--- src/rtl/power_seq_pkg.sv ---
// Shared types and sizes for the power-analysis trace sequencer.
package power_seq_pkg;

  localparam int GAP_W_DEF   = 8;
  localparam int RND_W_DEF   = 4;
  localparam int TRACE_CNT_W = 16;

  typedef enum logic [2:0] {
    IDLE    = 3'd0,
    GAP     = 3'd1,
    CLEAR   = 3'd2,
    ADVANCE = 3'd3,
    LOAD    = 3'd4,
    ROUND   = 3'd5
  } state_t;

endpackage

--- src/rtl/seq_down_counter.sv ---
// Loadable down counter that saturates at zero and flags when it is empty.
module seq_down_counter #(
  parameter int W = 8
) (
  input  logic         clk,
  input  logic         rst,
  input  logic         i_load,
  input  logic [W-1:0] i_load_val,
  input  logic         i_dec,
  output logic         o_zero
);

  logic [W-1:0] r_count;

  always_ff @(posedge clk or posedge rst) begin
    if (rst) begin
      r_count <= '0;
    end else if (i_load) begin
      r_count <= i_load_val;
    end else if (i_dec && (r_count != '0)) begin
      r_count <= r_count - W'(1);
    end
  end

  assign o_zero = (r_count == '0);

endmodule

--- src/rtl/power_trace_sequencer.sv ---
// Cycle-exact controller for the 4-S-box trace datapath: sequences clear, LFSR
// advance, load and round enables, and counts completed traces.
module power_trace_sequencer
  import power_seq_pkg::*;
#(
  parameter int GAP_W = GAP_W_DEF,
  parameter int RND_W = RND_W_DEF
) (
  input  logic                   ICE_CLK,
  input  logic                   reset,
  input  logic                   free_run,
  input  logic                   start,
  input  logic [GAP_W-1:0]       gap_len,
  input  logic [RND_W-1:0]       num_rounds,
  output logic                   text_clr,
  output logic                   lfsr_shift_en,
  output logic                   text_reg_en,
  output logic                   text_in_sel,
  output logic                   trigger,
  output logic                   busy,
  output logic                   done,
  output logic [TRACE_CNT_W-1:0] trace_count,
  output state_t                 dbg_state
);

  state_t                 r_state;
  state_t                 w_next;
  logic [TRACE_CNT_W-1:0] r_trace_count;
  logic                   w_gap_load;
  logic                   w_gap_dec;
  logic                   w_gap_zero;
  logic [GAP_W-1:0]       w_gap_init;
  logic                   w_rnd_load;
  logic                   w_rnd_dec;
  logic                   w_rnd_zero;
  logic [RND_W-1:0]       w_rnd_init;
  logic                   w_done;

  // A GAP of N cycles runs the counter N-1 .. 0; gap_len=0 still gives one cycle.
  assign w_gap_init = gap_len - GAP_W'(gap_len != '0);
  assign w_rnd_init = num_rounds - RND_W'(num_rounds != '0);

  seq_down_counter #(.W(GAP_W)) u_gap_cnt (
    .clk        (ICE_CLK),
    .rst        (reset),
    .i_load     (w_gap_load),
    .i_load_val (w_gap_init),
    .i_dec      (w_gap_dec),
    .o_zero     (w_gap_zero)
  );

  // Round count is captured on LOAD entry and decremented from LOAD onwards, so
  // done is a pure decode of registered state during LOAD and ROUND.
  seq_down_counter #(.W(RND_W)) u_rnd_cnt (
    .clk        (ICE_CLK),
    .rst        (reset),
    .i_load     (w_rnd_load),
    .i_load_val (w_rnd_init),
    .i_dec      (w_rnd_dec),
    .o_zero     (w_rnd_zero)
  );

  assign w_done = ((r_state == LOAD) || (r_state == ROUND)) && w_rnd_zero;

  always_ff @(posedge ICE_CLK or posedge reset) begin
    if (reset) begin
      r_state <= IDLE;
    end else begin
      r_state <= w_next;
    end
  end

  always_comb begin
    w_next     = r_state;
    w_gap_load = 1'b0;
    w_gap_dec  = 1'b0;
    w_rnd_load = 1'b0;
    w_rnd_dec  = 1'b0;
    case (r_state)
      IDLE: begin
        if (start || free_run) begin
          w_next     = GAP;
          w_gap_load = 1'b1;
        end
      end
      GAP: begin
        if (w_gap_zero) w_next = CLEAR;
        else            w_gap_dec = 1'b1;
      end
      CLEAR:   w_next = ADVANCE;
      ADVANCE: begin
        w_next     = LOAD;
        w_rnd_load = 1'b1;
      end
      LOAD: begin
        w_rnd_dec = 1'b1;
        w_next    = ROUND;
      end
      ROUND:   w_rnd_dec = 1'b1;
      default: w_next = IDLE;
    endcase
    if (w_done) begin
      w_next     = free_run ? GAP : IDLE;
      w_gap_load = free_run;
    end
  end

  always_ff @(posedge ICE_CLK or posedge reset) begin
    if (reset) begin
      r_trace_count <= '0;
    end else if (w_done) begin
      r_trace_count <= r_trace_count + TRACE_CNT_W'(1);
    end
  end

  assign text_clr      = (r_state == CLEAR);
  assign lfsr_shift_en = (r_state == ADVANCE);
  assign text_reg_en   = (r_state == LOAD) || (r_state == ROUND);
  assign text_in_sel   = (r_state == ROUND);
  assign trigger       = text_reg_en;
  assign busy          = (r_state != IDLE);
  assign done          = w_done;
  assign trace_count   = r_trace_count;
  assign dbg_state     = r_state;

endmodule

--- config.mk ---
export PLATFORM = sky130hd
export DESIGN_NAME = power_trace_sequencer
export DESIGN_NICKNAME = d
export VERILOG_FILES = /design/src/rtl/power_seq_pkg.sv /design/src/rtl/seq_down_counter.sv /design/src/rtl/power_trace_sequencer.sv
export SDC_FILE = /design/constraint.sdc
export NUM_CORES = 1
export LEC_CHECK = 0
export BUFFER_PORTS_ARGS = -buffer_cell sky130_fd_sc_hd__buf_2
export CORE_ASPECT_RATIO = 1.25
export CORE_MARGIN = 5
export CORE_UTILIZATION = 30
export CTS_BUF_LIST = sky130_fd_sc_hd__clkbuf_16
export DETAILED_ROUTE_END_ITERATION = 8
export PLACE_DENSITY_LB_ADDON = 0.15
export SETUP_SLACK_MARGIN = 0.15
export SYNTH_ARGS = -nofsm -noshare
export SYNTH_HDL_FRONTEND = slang
export SYNTH_SLANG_ARGS = --single-unit
--- constraint.sdc ---
create_clock -name ICE_CLK -period 3.69 [get_ports ICE_CLK]
set_input_delay 0.5535 -clock ICE_CLK [delete_from_list [all_inputs] [get_ports ICE_CLK]]
set_output_delay 0.5535 -clock ICE_CLK [all_outputs]
set_load 0.02 [all_outputs]
==> results of run 1 <==
[where the power goes]
| part | total, mW | switching, mW | leakage [nW] | internal (mW) |
|---|---|---|---|---|
| sequential | 0.553 | 0.116 | 0.397 | 0.437 |
| combinational | 0.629 | 0.361 | 0.705 | 0.268 |
| clock | 0.382 | 0.141 | 0.0671 | 0.242 |
[final timing paths]
path	from	endpoint	cells after the start
max	u_rnd_cnt.r_count[0]	done	6
min	reset	trace_count[12]	3
max reg2reg	u_rnd_cnt.r_count[0]	trace_count[3]	7
min reg2reg	trace_count[15]	trace_count[15]	1
max in group asynchronous	reset	u_rnd_cnt.r_count[3]	3
min in group ICE_CLK	trace_count[15]	trace_count[15]	1
[through the flow]
step                      instance area (sq um)  power (mW)  cells
after floorplan                            1929       1.033    196
after global placement                     2228       1.191    320
after detailed placement                   2228       1.194    320
after CTS                                  2362       1.590    327
after global routing                       2362       1.687    327
final                                      2362       1.564    327
[state kept, by name (all words and copies together), names as in the netlist]
signal / count
u_rnd_cnt.r_count: 4
dbg_state: 3
trace_count: 16
u_gap_cnt.r_count: 8
[synth_stat cells (all sizes together) (4+ instances only)]
cell type / instances
xnor2: 15
ha: 10
nand2: 15
inv: 19
mux2i: 8
xor2: 16
nor2: 10
nor4: 7
dfrtp: 31
buf: 4
nor3: 10
nand3: 10
[per-layer routing]
metal	share of wire	vias up	global-route usage
met5	0	-	0
met4	0.015	0	0.04604
met3	0.062	5	0.03080
met2	0.50	38	0.2016
met1	0.43	725	0.1331
li1	-	772	-
[cell usage in the layout (no fill, tap or decap), types with 3 or more instances in the layout]
| master | count |
|---|---|
| nand3_1 | 10 |
| clkbuf_16 | 5 |
| nand2b_1 | 3 |
| o211ai_1 | 3 |
| buf_2 | 41 |
| xor2_1 | 16 |
| a21oi_1 | 3 |
| inv_1 | 17 |
| nor2_1 | 10 |
| nand2_1 | 15 |
| nor3_1 | 10 |
| nor4b_1 | 3 |
| ha_1 | 10 |
| mux2i_1 | 8 |
| nor4_1 | 7 |
| dfrtp_1 | 31 |
| xnor2_1 | 15 |
[kinds of logic after synthesis]
family                   count (synthesis)  synth area share
AND/OR/NAND/NOR                         74            0.2205
flip-flops                              31            0.4021
buffers and inverters                   23           0.05253
XOR/XNOR                                31            0.1407
adder cells (fa/ha/maj)                 10           0.06485
AO/OA/AOI/OAI                           19           0.07782
multiplexers                             8           0.04151
[worst max-delay path, cell delays in order, from the launching register on]
cell	delay, ns
dfrtp_1	0.39
inv_1	0.09
ha_1	0.16
nor3b_2	0.43
nand2_1	0.28
inv_2	0.17
buf_2	0.18
[layout make-up]
cell class	instances	area [sq um]
Clock inverter	2	8.758
Sequential cell	31	775.7
Timing Repair Buffer	43	220.2
Tap cell	85	106.4
Inverter	19	73.82
Multi-Input combinational cell	142	1052
Clock buffer	5	125.1
Fill cell	644	3844
==> run summary, run 1 <==
FP Rows -> 32
Worst-Margin Slew -> 0.4835 ns
post-synth cell types -> 42
WL/cell -> 13.22 um
R2R setup slack -> 1.78 ns
min Tclk post-route -> 2.529 ns
fin crit share -> 0.6854
Power Density -> 662.2 nW/um^2
Post-CTS Resized -> 0
top post-synthesis cells by area -> dfrtp_1 (40%), xor2_1 (7.3%), xnor2_1 (6.8%), ha_1 (6.5%), mux2i_1 (4.2%)
nets@finish -> 268
final setup TNS -> 0 ns
area grow syn2layout -> 22.44%
CTS tree -> done
endpoints failing hold -> 0
drt via density -> 4.709
Max FO, Critical Path -> 6
Worst Hold Class -> input port to async pin
final setup violation count -> 0
largest net degree at the start of global routing -> 32
Hold Slack -> 0.3602 ns
status -> completed
Async SR Flop Fraction -> 1.000
total congestion overflow -> 0
Die Y -> 99.66 um
register area share after synthesis -> 0.4021
Detail Placement HPWL -> 3246 um
Worst Path Required -> 3.14 ns
via count -> 1540
Max Clk Rate -> 0.3954 GHz
clk buf depth -> 2
final core occ -> 0.3806
DRT antenna net count -> 0
yosys warns -> 0
cts bufs inserted -> 5
GRT Overall Usage -> 0.1163
drt drc -> 0
Peak VDD IR -> 0.2220 mV
WL final -> 4324 um
IO Port Bufs -> 41
layout cells sized above 1 -> 0.2479
H-tree depth -> 2
DRT Pass-1 Iters -> 4
placer congestion estimate -> 0.7089
Diodes inserted -> 0
syn nets -> 222
CTS root buf -> clkbuf_16
Cell Area, Synth -> 1929 sq um
Place WS -> 1.306 ns
Sink Count -> 31
setup slack after layout -> 1.161 ns
CP endpoint kind -> output pin
core area -> 6206 sq um
skew final -> 0.004887 ns
WS Path Type -> register to output pin
initial antenna violation count -> 0
Starting DRT DRC Count -> 21
Synth Register Bits -> 31
Yosys top cell area share -> 0.4021
first-pass GRT wire length -> 7307 um
Worst EP arrival -> 1.98 ns
Slew headroom -> 0.6762
Worst setup SP type -> register
worst skew pair latency -> 0.27 ns
Synth Instances -> 196
Die Area -> 8145 sq um
Leak -> 1.169 nW
CTS Hold Bufs -> 0
EDFF count, synth -> 0
Clock transition at path regs -> 0.05 ns
synthesized area per cell -> 9.844 sq um
Starting Density -> 0.3109
setup bufs post-CTS -> 0
# Max-Cap Violations -> 0
vias in the first global route -> 1566
Die W -> 81.73 um
Most used DFF post-synth -> dfrtp_1
num ports -> 42
Synth area leader -> dfrtp_1
RSZ-0062 raised after global routing -> no
final slew viol count -> 0
Note: power is estimated with default switching activity, not from simulation.
==> run 2, diff against run 1 <==
==> constraint.sdc (replaced) <==
create_clock -name ICE_CLK -period 2.14 [get_ports ICE_CLK]
set_input_delay 0.321 -clock ICE_CLK [delete_from_list [all_inputs] [get_ports ICE_CLK]]
set_output_delay 0.321 -clock ICE_CLK [all_outputs]
set_load 0.02 [all_outputs]
==> run summary, run 2 (same netlist as run 1, synthesis figures left out) <==
Starting DRT DRC Count -> 70 (+230%)
Power Density -> 1179 nW/um^2 (+78%)
GRT busiest layer -> met2
critical path's top delay family -> buffers and inverters
Die W -> 81.73 um (unchanged)
DRT Pass-1 Iters -> 6 (+2)
Starting Density -> 0.3109 (unchanged)
most used cell along the critical path -> buf_4
Crit-path slowest cell -> dfrtp_1
Sink Count -> 31 (unchanged)
most frequent cells in the layout -> buf_2 (40), dfrtp_1 (31), inv_1 (17)
Die Y -> 99.66 um (unchanged)
first-pass GRT wire length -> 7762 um (+6.2%)
FP Rows -> 32 (unchanged)
cts bufs inserted -> 5 (unchanged)
Die Area -> 8145 sq um (unchanged)
min Tclk post-route -> 1.894 ns
multi-input logic area -> 1062 sq um (+0.95%)
drt via density -> 4.859 (+3.2%)
Hold Slack -> 0.1230 ns (-0.2372 ns)
vias in the first global route -> 1661 (+6.1%)
area grow syn2layout -> 26.72%
Leak -> 1.220 nW (+4.4%)
skew final -> 0.003220 ns (-0.001667 ns)
CTS Hold Bufs -> 0 (unchanged)
met1 usage -> 0.1441 (+0.01107)
Peak VDD IR -> 0.3831 mV (+73%)
final slew viol count -> 0 (unchanged)
Worst-Margin Slew -> 0.4396 ns (-0.04395 ns)
clk buf depth -> 2 (unchanged)
Place WS -> 0.004541 ns (-1.301 ns)
initial antenna violation count -> 0 (unchanged)
Worst EP arrival -> 1.57 ns (-0.41 ns)
Max Clk Rate -> 0.5279 GHz
Final Cell Area -> 2445 sq um (+3.5%)
final setup TNS -> 0 ns (unchanged)
# Max-Cap Violations -> 0 (unchanged)
CP endpoint kind -> output pin
layout cells sized above 1 -> 0.2702 (+0.02223)
Layout fillers -> 643 (-0.16%)
Slew headroom -> 0.7057 (+0.02943)
IO Port Bufs -> 41 (unchanged)
Post-Layout Cell Count -> 333 (+1.8%)
endpoints failing hold -> 0 (unchanged)
placer congestion estimate -> 0.7263 (+2.5%)
Worst setup SP type -> register
Max FO, Critical Path -> 6 (unchanged)
fin crit share -> 0.8853
WL final -> 4331 um (+0.16%)
CP Buf/Inv Count -> 4 (+1)
Pwr Total -> 2.882 mW (+84%)
num ports -> 42 (unchanged)
GRT Overall Usage -> 0.1205 (+0.004196)
via count -> 1618 (+5.1%)
Diodes inserted -> 0 (unchanged)
Global Route met3 Usage -> 0.02264 (-0.008152)
status -> completed
commonest non-fill, non-tap cell in the layout -> buf_2
Detail Placement HPWL -> 3315 um (+2.1%)
post-placement cell count -> 325 (+1.6%)
placed cell areas -> 2266 sq um (+1.7%)
slowest stage delay, CP -> 0.40 ns (-0.03 ns)
Worst Path Required -> 1.82 ns (-1.32 ns)
setup slack after layout -> 0.2455 ns (-0.9152 ns)
grt met2 use -> 0.2054 (+0.003734)
CTS tree -> done
WS Path Type -> register to output pin
largest net degree at the start of global routing -> 32 (unchanged)
RSZ-0062 raised after global routing -> no
core area -> 6206 sq um (unchanged)
final setup violation count -> 0 (unchanged)
setup bufs post-CTS -> 0 (unchanged)
H-tree depth -> 2 (unchanged)
final core occ -> 0.3940 (+0.01331)
Clock transition at path regs -> 0.05 ns (about the same)
worst skew pair latency -> 0.28 ns (about the same)
WL/cell -> 13.01 um (-1.6%)
sequence of cells on the critical path -> inv_1, ha_1, nor3b_2, buf_4, nand2_4, inv_4, buf_4
nets@finish -> 273 (+1.9%)
drt drc -> 0 (unchanged)
max reg flops -> 16 (unchanged)
Worst Hold Class -> input port to async pin
CTS root buf -> clkbuf_16
DRT antenna net count -> 0 (unchanged)
register area -> 775.7 sq um (unchanged)
total congestion overflow -> 0 (unchanged)
==> run 2: layout make-up <==
| class | instances | area share |
|---|---|---|
| inverter | 19 | 0.03122 |
| clock buffer | 5 | 0.05118 |
| timing repair buffer | 48 | 0.1064 |
| sequential | 31 | 0.3173 |
| multi-input combinational | 142 | 0.4345 |
| clock inverter | 3 | 0.01586 |
| tap | 85 | 0.04350 |
==> run 2: path summary, 6_finish.rpt <==
check,endpoint,slack (ns),startpoint,cells past startpoint
worst min register to register,trace_count[15],0.46,trace_count[15],1
min in group ICE_CLK,dbg_state[0],0.32,start,3
worst max register to register,u_gap_cnt.r_count[4],0.34,u_rnd_cnt.r_count[0],8
max in group asynchronous,trace_count[1],1.72,reset,3
worst min-delay path,trace_count[12],0.12,reset,3
worst max-delay path,done,0.25,u_rnd_cnt.r_count[0],7
==> run 2: worst register-to-register path, stage by stage, from the launching register on <==
cell and delay, ns:
dfrtp_1 0.37, inv_1 0.08, ha_1 0.20, nor3b_2 0.15, buf_4 0.16, a311oi_2 0.26
buf_4 0.23, mux2i_1 0.10, o221ai_1 0.16
==> run 2: repair_timing <==
item                       CTS  global route
gates resized for setup      2             3
pin swaps                    0             0
setup endpoints to repair    1             2
==> run 2: routing by layer <==
metal / part of all wire / routed length (um)
met5: 0 / 0
met4: 0.018 / 77
met3: 0.053 / 231
met2: 0.50 / 2182
met1: 0.42 / 1839
==> run 2: report_power, final <==
part	internal [mW]	total, mW	switching [mW]	leakage [nW]
sequential	0.753	0.924	0.171	0.397
combinational	0.501	1.17	0.666	0.742
clock	0.542	0.791	0.249	0.0812
==> run 3, diff against run 2 <==
--- a/config.mk
+++ b/config.mk
@@ -15,4 +15,5 @@
 export SETUP_SLACK_MARGIN = 0.15
 export SYNTH_ARGS = -nofsm -noshare
 export SYNTH_HDL_FRONTEND = slang
+export SYNTH_HIERARCHICAL = 1
 export SYNTH_SLANG_ARGS = --single-unit
==> run summary, run 3 <==
status -> completed
placer congestion estimate -> 0.7317 (+0.74%)
largest net degree at the start of global routing -> 20 (-38%)
CTS root buf -> clkbuf_16
final setup TNS -> 0 ns (unchanged)
Pwr Total -> 2.875 mW (-0.24%)
Cell Area, Synth -> 1954 sq um (+1.3%)
Async SR Flop Fraction -> 1.000 (unchanged)
num ports -> 42 (unchanged)
synthesized area per cell -> 9.627 sq um (-2.2%)
Yosys top cell area share -> 0.3969 (-0.005148)
cts bufs inserted -> 5 (unchanged)
Flop pwr share -> 0.317 (-0.004)
Synth top cells by count -> dfrtp_1 (31), nand2_1 (25), inv_1 (21)
HP Start -> gap_len[5]
Synth area leader -> dfrtp_1
commonest non-fill, non-tap cell in the layout -> buf_2
worst flop-to-flop path startpoint -> u_rnd_cnt/r_count[1]
Starting Density -> 0.3034 (-0.007468)
Clock transition at path regs -> 0.05 ns (about the same)
sequence of cells on the critical path -> inv_1, ha_1, or3b_4, inv_4, nand3b_4, inv_2, buf_6
Die Area -> 8239 sq um (+1.1%)
most frequent cells in the layout -> buf_2 (40), dfrtp_1 (31), nand2_1 (24)
RSZ-0062 raised after global routing -> yes
endpoints failing hold -> 0 (unchanged)
vias in the first global route -> 1669 (+0.48%)
via count -> 1636 (+1.1%)
yosys warns -> 6 (+6)
Synth Instances -> 203 (+3.6%)
R2R depth -> 9 (+1)
Slew headroom -> 0.7552 (+0.04954)
layout cells sized above 1 -> 0.3755 (+0.1053)
# Max-Cap Violations -> 0 (unchanged)
Peak VDD IR -> 0.4376 mV (+14%)
Worst setup SP type -> register
CP endpoint kind -> output pin
Worst Hold Class -> input port to register
first-pass GRT wire length -> 7376 um (-5.0%)
post-placement cell count -> 335 (+3.1%)
RR Endpoint -> trace_count[8]
sw frac -> 0.3494 (-0.02743)
Clock power frac -> 0.274 (about the same)
Sink Count -> 31 (unchanged)
Starting DRT DRC Count -> 25 (-64%)
WL final -> 4234 um (-2.2%)
H-tree depth -> 2 (unchanged)
switching power -> 1.004 mW (-7.5%)
clk buf depth -> 2 (unchanged)
Power Density -> 1073 nW/um^2 (-9.0%)
GRT Overall Usage -> 0.1142 (-0.006339)
worst skew pair latency -> 0.27 ns (about the same)
post-synth cell types -> 53 (+26%)
Detail Placement HPWL -> 3225 um (-2.7%)
slowest stage delay, CP -> 0.40 ns (about the same)
internal power -> 1.870 mW (+4.1%)
min Tclk post-route -> 2.010 ns (+0.1157 ns)
register area share after synthesis -> 0.3969 (-0.005148)
Worst EP arrival -> 1.69 ns (+0.12 ns)
area grow syn2layout -> 37.07%
Final Cell Area -> 2679 sq um (+9.6%)
Crit-path slowest cell -> dfrtp_1
Worst Path Required -> 1.82 ns (about the same)
max reg flops -> 16 (unchanged)
DRT Pass-1 Iters -> 4 (-2)
IO Port Bufs -> 41 (unchanged)
fin crit share -> 0.9393 (+0.05406)
Worst-Margin Slew -> 0.3644 ns (-0.07519 ns)
WS Path Type -> register to output pin
Hold EP -> u_gap_cnt/r_count[5]
placed cell areas -> 2317 sq um (+2.3%)
hold path depth -> 4
multi-input logic area -> 1162 sq um (+9.4%)
skew final -> 0.002073 ns (-0.001148 ns)
initial antenna violation count -> 0 (unchanged)
Layout fillers -> 668 (+3.9%)
CP Buf/Inv Count -> 4 (unchanged)
Max Clk Rate -> 0.4975 GHz (-5.8%)
FP Rows -> 33 (+3.1%)
Die Y -> 100.2 um (+0.58%)
nets@finish -> 293 (+7.3%)
core area -> 6441 sq um (+3.8%)
EDFF count, synth -> 0 (unchanged)
drt drc -> 0 (unchanged)
Max FO, Critical Path -> 4 (-2)
CTS tree -> done
syn nets -> 228 (+2.7%)
DRT antenna net count -> 0 (unchanged)
top post-synthesis cells by area -> dfrtp_1 (40%), xnor2_1 (6.7%), ha_1 (5.8%), xor2_1 (5.4%), nand2_1 (4.8%)
Post-Layout Cell Count -> 356 (+6.9%)
R2R setup slack -> 0.13 ns (-0.21 ns)
register area -> 775.7 sq um (unchanged)
Most used DFF post-synth -> dfrtp_1
Leak -> 1.357 nW (+11%)
Die W -> 82.19 um (+0.56%)
Synth Register Bits -> 31 (unchanged)
drt via density -> 4.596 (-5.4%)
total congestion overflow -> 0 (unchanged)
WL/cell -> 11.89 um (-8.6%)
final setup violation count -> 0 (unchanged)
Gate power share -> 0.408 (+0.003)
Diodes inserted -> 0 (unchanged)
critical path's top delay family -> simple AND/OR/NAND/NOR gates
final slew viol count -> 0 (unchanged)
most common cell in the netlist -> dfrtp_1
run 3: changes by cell type in the layout (fill, tap and decap cells not counted), sizes merged, moves of 4 or more:
cell	before	now
o21ai	3	10
nand3	10	5
a21oi	3	7
buf	48	62
nand2	15	25
nor3	10	6
xor2	16	12
mux2i	8	0
run 3: cells by family (layout without fill, tap and decap cells):
logic type,Yosys count,after routing,synth area share
fa+ha+maj,9,9,0.05762
simple gates,81,81,0.2708
mux,1,1,0.005761
compound gates,28,28,0.09156
xor+xnor,27,27,0.1210
buf+inv,26,92,0.05634
flops,31,31,0.3969
run 3: power by group through the flow:
stage,logic (mW),clock network [mW],registers [mW]
after floorplan,0.695,0,0.893
after global placement,0.933,0,0.902
after detailed placement,0.948,0,0.906
after CTS,1.07,0.819,0.903
after global routing,1.32,0.845,0.938
final,1.17,0.789,0.912
run 3: area by class of cell:
class,count,area share
tap,87,0.04064
timing repair buffer,63,0.1443
clock inverter,3,0.01448
sequential,31,0.2896
clock buffer,5,0.04671
multi-input combinational,146,0.4339
inverter,21,0.03036
run 3: worst max path at each step:
stage,from,end,slack [ns],cells after the start
finish,u_rnd_cnt/r_count[1],done,0.13,7
floorplan,u_gap_cnt/r_count[0],u_gap_cnt/r_count[7],0.15,9
global route,u_rnd_cnt/r_count[1],trace_count[13],0.04,9
CTS,u_rnd_cnt/r_count[0],done,0.12,7
detailed placement,u_gap_cnt/r_count[0],u_gap_cnt/r_count[3],-0.04,8
global placement,u_gap_cnt/r_count[0],u_gap_cnt/r_count[3],0.03,8
run 3: worst register-to-register path, stage by stage, from the launching register on:
cell	delay [ns]
dfrtp_1	0.40
inv_1	0.06
ha_1	0.15
or3b_4	0.40
inv_4	0.08
nand3b_4	0.12
buf_4	0.19
or2_4	0.27
nor2_1	0.12
xor2_1	0.15
run 3: through the flow:
step / hold slack (ns) / util / setup slack (ns)
floorplan: 0.08708 / - / 0.1541
global placement: 0.2408 / 0.3598 / 0.03263
detailed placement: 0.2414 / 0.3598 / -0.03663
CTS: 0.3564 / 0.4040 / 0.1173
global route: 0.3759 / 0.4159 / 0.04408
finish: 0.3634 / 0.4159 / 0.1298
run 3: routing by layer:
metal | global-route usage | wire length, um
met5 | 0 | 0
met4 | 0.04348 | 56
met3 | 0.02693 | 158
met2 | 0.1852 | 2059
met1 | 0.1449 | 1959
run 3: timing repair:
item	4_1_cts	5_1_grt
pin swaps	7	3
hold buffers	1	0
setup buffers	9	3
gates resized for setup	16	12
endpoints found under the hold margin	4	0
setup endpoints to repair	16	20
